===== src/rtl/reg_bank_32_pkg.sv =====
// Shared constants for the integer register bank: well-known register indices
// and the ABI reset values for sp/gp, used by both the RTL and the bench.
package reg_bank_32_pkg;

  localparam int          NUM_REGS        = 32;
  localparam int          ADDR_WIDTH      = 5;
  localparam logic [4:0]  REG_ZERO        = 5'd0;
  localparam logic [4:0]  REG_SP          = 5'd2;
  localparam logic [4:0]  REG_GP          = 5'd3;
  localparam logic [31:0] SP_INIT_DEFAULT = 32'h7FFF_EFFC;
  localparam logic [31:0] GP_INIT_DEFAULT = 32'h1000_8000;

endpackage


===== src/rtl/reg_bank_32_decoder_5to32.sv =====
// One-hot decoder: bit n of onehot is set when en is high and addr == n.
module decoder_5to32
  import reg_bank_32_pkg::*;
(
  input  logic                  en,
  input  logic [ADDR_WIDTH-1:0] addr,
  output logic [NUM_REGS-1:0]   onehot
);

  genvar gi;
  generate
    for (gi = 0; gi < NUM_REGS; gi++) begin : g_dec
      assign onehot[gi] = en && (addr == ADDR_WIDTH'(gi));
    end
  endgenerate

endmodule


===== src/rtl/reg_bank_32.sv =====
// Architectural register file x0..x31 with one write port, all registers exposed
// in parallel, and a per-register pending scoreboard for multicycle-load stalls.
module reg_bank_32
  import reg_bank_32_pkg::*;
#(
  parameter int                    DATA_WIDTH = 32,
  parameter logic [DATA_WIDTH-1:0] SP_INIT    = DATA_WIDTH'(SP_INIT_DEFAULT),
  parameter logic [DATA_WIDTH-1:0] GP_INIT    = DATA_WIDTH'(GP_INIT_DEFAULT)
) (
  input  logic                  clk,
  input  logic                  reset,
  input  logic                  wr_en,
  input  logic [4:0]            wr_addr,
  input  logic [DATA_WIDTH-1:0] wr_data,
  input  logic                  rsv_en,
  input  logic [4:0]            rsv_addr,
  input  logic [4:0]            rs1_addr,
  input  logic [4:0]            rs2_addr,
  output logic [DATA_WIDTH-1:0] Q0,  Q1,  Q2,  Q3,  Q4,  Q5,  Q6,  Q7,
  output logic [DATA_WIDTH-1:0] Q8,  Q9,  Q10, Q11, Q12, Q13, Q14, Q15,
  output logic [DATA_WIDTH-1:0] Q16, Q17, Q18, Q19, Q20, Q21, Q22, Q23,
  output logic [DATA_WIDTH-1:0] Q24, Q25, Q26, Q27, Q28, Q29, Q30, Q31,
  output logic [NUM_REGS-1:0]   pending,
  output logic                  stall
);

  logic [NUM_REGS-1:0]   wr_hot;
  logic [NUM_REGS-1:0]   rsv_hot;
  logic [DATA_WIDTH-1:0] regs_view [NUM_REGS];
  logic                  unused_hot_bits;

  decoder_5to32 u_wr_dec  (.en(wr_en),  .addr(wr_addr),  .onehot(wr_hot));
  decoder_5to32 u_rsv_dec (.en(rsv_en), .addr(rsv_addr), .onehot(rsv_hot));

  // x0 has no storage, so its decode lines go nowhere.
  assign unused_hot_bits = wr_hot[0] ^ rsv_hot[0];
  assign regs_view[0]    = '0;
  assign pending[0]      = 1'b0;

  genvar gi;
  generate
    for (gi = 1; gi < NUM_REGS; gi++) begin : g_reg
      localparam logic [DATA_WIDTH-1:0] RST_VAL =
        (gi == int'(REG_SP)) ? SP_INIT :
        (gi == int'(REG_GP)) ? GP_INIT : '0;

      logic [DATA_WIDTH-1:0] data_q;
      logic                  pend_q;
      logic                  pend_d;

      // A reservation on the same edge as the write-back wins: a newer load owns the register.
      assign pend_d = rsv_hot[gi] | (pend_q & ~wr_hot[gi]);

      always_ff @(posedge clk or negedge reset) begin
        if (!reset) begin
          data_q <= RST_VAL;
          pend_q <= 1'b0;
        end else begin
          if (wr_hot[gi]) data_q <= wr_data;
          pend_q <= pend_d;
        end
      end

      assign regs_view[gi] = data_q;
      assign pending[gi]   = pend_q;
    end
  endgenerate

  assign stall = ((rs1_addr != REG_ZERO) && pending[rs1_addr]) ||
                 ((rs2_addr != REG_ZERO) && pending[rs2_addr]);

  assign Q0  = regs_view[0];
  assign Q1  = regs_view[1];
  assign Q2  = regs_view[2];
  assign Q3  = regs_view[3];
  assign Q4  = regs_view[4];
  assign Q5  = regs_view[5];
  assign Q6  = regs_view[6];
  assign Q7  = regs_view[7];
  assign Q8  = regs_view[8];
  assign Q9  = regs_view[9];
  assign Q10 = regs_view[10];
  assign Q11 = regs_view[11];
  assign Q12 = regs_view[12];
  assign Q13 = regs_view[13];
  assign Q14 = regs_view[14];
  assign Q15 = regs_view[15];
  assign Q16 = regs_view[16];
  assign Q17 = regs_view[17];
  assign Q18 = regs_view[18];
  assign Q19 = regs_view[19];
  assign Q20 = regs_view[20];
  assign Q21 = regs_view[21];
  assign Q22 = regs_view[22];
  assign Q23 = regs_view[23];
  assign Q24 = regs_view[24];
  assign Q25 = regs_view[25];
  assign Q26 = regs_view[26];
  assign Q27 = regs_view[27];
  assign Q28 = regs_view[28];
  assign Q29 = regs_view[29];
  assign Q30 = regs_view[30];
  assign Q31 = regs_view[31];

endmodule


===== config.mk =====
export PLATFORM = sky130hd
export DESIGN_NAME = reg_bank_32
export DESIGN_NICKNAME = d
export VERILOG_FILES = /design/src/rtl/reg_bank_32_pkg.sv /design/src/rtl/reg_bank_32_decoder_5to32.sv /design/src/rtl/reg_bank_32.sv
export SDC_FILE = /design/constraint.sdc
export NUM_CORES = 1
export LEC_CHECK = 0
export BUFFER_PORTS_ARGS = -buffer_cell sky130_fd_sc_hd__buf_2
export CORE_AREA = 5 5 424 426
export DETAILED_ROUTE_END_ITERATION = 6
export DIE_AREA = 0 0 429 431
export GPL_TIMING_DRIVEN = 0
export REMOVE_ABC_BUFFERS = 1
export SLEW_MARGIN = 0
export SYNTH_ARGS = -nofsm -noshare
export SYNTH_HDL_FRONTEND = slang
export SYNTH_SLANG_ARGS = --single-unit

===== constraint.sdc =====
create_clock -name clk -period 10.1 [get_ports clk]
set_input_delay 3.03 -clock clk [delete_from_list [all_inputs] [get_ports clk]]
set_output_delay 3.03 -clock clk [all_outputs]
set_load 0.005 [all_outputs]

==> flow_summary_export.csv <==
group,metric,value,unit
sta,slew_headroom,-0.0368,
placed_design,globalplace.congestion,0.780,
cts,hold_buffers,0,
grt,first_global_vias,26084,
yosys,netlist_instances,2467,
outcome,failed_checks,"max-capacitance violations, max-slew violations",
sta,fin_skew,0,ns
grt,grt_pass1_wl,220000,um
grt,grt_overflow,0,
drt,ant_nets,0,
cts,cts.htree.levels,3,
finish,final_area,0.0518,mm2
drt,via_per_inst,4.32,
worst_setup_path,reg2reg_slack,8.84,ns
worst_setup_path,crit_path_end_kind,"output pin",
worst_setup_path,r2r_end,"g_reg[14].pend_q$_DFF_PN0_",
sta,worst_slack,1.95,ns
finish,area_delta_synth_final,31.0,%
cts,postCtsSetupBuffers,0,
cts,clock_latency,0.77,ns
drt,first_iter_violations,1753,
power_and_ir_drop,clkPwrFrac,0.358,
worst_hold_path,hold_path.class,"reg -> reg",
sta,drv_slew,65,
yosys,synth_edf_count,0,
power_and_ir_drop,swShare,0.282,
finish,layout_common_cells,"buf_2 (1,075), dfrtp_1 (993), mux2_2 (963)",
yosys,yosysTopAreaCell,"dfrtp_1",
worst_setup_path,critPathArrivalTime,5.12,ns
grt,antenna_found_initial,31,
power_and_ir_drop,power_density,231,mW/mm2
floorplanning,core-area,0.175,mm2
yosys,async_flop_share,1.00,
worst_setup_path,critical_path.max_stage_delay,0.60,ns
cts,cts-resized-gates,0,
sta,hold_violations,0,
power_and_ir_drop,power,12.0,mW
power_and_ir_drop,power_frac_seq,0.445,
worst_setup_path,path_cells,"buf_2 > mux4_1 > mux4_2 > nand2_1 > or4b_1 > buf_2",
sta,setup_viol,0,
drt,drt-total-wl,163000,um
worst_setup_path,crit_path_max_fanout,12,
finish,drive_gt1_frac,0.666,
finish,nets,3530,
sta,timing.fmax,123,MHz
power_and_ir_drop,power.static_leakage,25.8,nW
worst_setup_path,worst-setup-path-type,"in -> out",
power_and_ir_drop,power_frac_comb,0.197,
worst_hold_path,hold_start,"Q24[6]$_DFFE_PN0P_",
floorplanning,dieArea,0.185,mm2
yosys,synth_area,0.0395,mm2
floorplanning,start_util,0.225,
worst_setup_path,required,7.07,ns
placed_design,dpl.hpwl,115000,um
placed_design,dp_slack,1.97,ns
worst_setup_path,crit-reg2reg-launch,"g_reg[14].pend_q$_DFF_PN0_",
power_and_ir_drop,p_int,8.60,mW
finish,fin_util,0.295,
floorplanning,dieHeight,431,um
yosys,synth-main-ff-cell,"dfrtp_1",
yosys,ys_types,41,
yosys,yosys.area.top_type_share,0.629,
drt,route.detailed.drc,0,
drt,vias,25613,
worst_setup_path,crit_top_cell,"buf_2",
cts,cts_buffer_depth,3,
finish,fin_cells,5924,
floorplanning,die_w,429,um
sta,fin_hold_ws,0.496,ns
worst_hold_path,min_path_cells,1,
cts,cts-root-buf,"clkbuf_16",
cts,cts_buffers,110,
cts,cts_sinks,1023,
floorplanning,rows,154,
grt,grtUsageTotal,0.170,
floorplanning,ios,1113,
worst_hold_path,whs_endpoint,"Q24[6]$_DFFE_PN0P_",
sta,period_minus_slack,8.15,ns
power_and_ir_drop,switching_power,3.38,mW
drt,routedWlPerCell,27.6,um
yosys,synth-seq-area-share,0.649,
sta,rsz0062_at_grt,"false",
yosys,yosys_warnings,0,
worst_setup_path,reg2regPathDepth,2,
job,drv_cap,2,
outcome,outcome,"complete, but fails checks",
worst_setup_path,slowest_stage,"mux4_1",
cts,clk_pin_slew,0.06,ns
cts,cts_tree,"done",
sta,fin_tns_setup,0,ns
yosys,ys_seq_elements,1023,
worst_setup_path,critPathLaunchType,"input pin",
finish,final_common_cell,"buf_2",
sta,fin_crit_sh,0.807,
placed_design,numPortBuffers,1079,
power_and_ir_drop,ir_drop,0.146,mV
yosys,synth_area_leaders,"dfrtp_1 (63%), mux2_2 (27%), dfstp_2 (2.0%)",
drt,first_pass_iters,7,
placed_design,dpl.cell_count,5702,
sta,tightest_slew,1.56,ns
placed_design,placed_area,0.0478,mm2
yosys,avgSynthCellArea,16.0,um2
grt,grt_max_degree,148,
==> power by group through the flow <==
stage	combinational [mW]	clock (mW)	sequential, mW
finish	2.36	4.28	5.33
global route	2.53	4.55	5.43
CTS	2.42	4.38	5.33
detailed placement	2.42	0	5.39
global placement	2.36	0	5.37
floorplan	0.768	0	5.44
==> cells by family after synthesis <==
group | synth area share
flip-flops | 0.649
multiplexers | 0.294
buffers and inverters | 0.0368
AND/OR/NAND/NOR | 0.0114
AO/OA/AOI/OAI | 0.00902
other | 0.0000949
==> final cells by class <==
type                    count  area [um2]
repair buffers           1140        6530
diodes                     14        35.0
inverters                  16        60.1
well taps                2340        2930
flip-flops and latches   1023       25600
multi-input cells        1183       12700
clock inverters            37         594
clock buffers             171        3290
fillers                 17810      124000
==> critical path: cells and delay by family <==
family | cells | cell delay, ns
and+or+nand+nor | 2 | 0.56
buffers and inverters | 2 | 0.46
muxes | 2 | 1.06
==> cell usage after synthesis (all sizes together) (2+ instances only) <==
cell type / n
dfstp: 30
o22ai: 6
nor2: 23
o32ai: 4
or2: 2
nand3: 7
o2111ai: 4
a21oi: 4
a22o: 8
nor4: 2
mux2: 992
clkbuf: 131
or4: 2
mux2i: 7
o31ai: 3
nor3: 5
dfrtp: 993
nor2b: 5
a32o: 3
nand2: 23
o21ai: 18
inv: 16
nand2b: 6
buf: 146
mux4: 11
nand4: 7
nand3b: 2
==> per-layer routing <==
layer	vias up	track usage	share of wire
met5	-	0	0.00059
met3	278	0.0568	0.089
met4	14	0.0720	0.041
met1	13634	0.207	0.39
li1	10568	-	-
met2	1119	0.276	0.48
==> worst max-delay path by stage <==
stage	from	end	cells past startpoint
after global placement	reset	Q13[14]$_DFFE_PN0P_	1
final	rs1_addr[0]	stall	6
after global routing	rs1_addr[0]	stall	6
after CTS	rs1_addr[0]	stall	6
after detailed placement	rs1_addr[0]	stall	6
after floorplan	rs1_addr[0]	stall	4
Note: power is estimated with default switching activity, not from simulation.
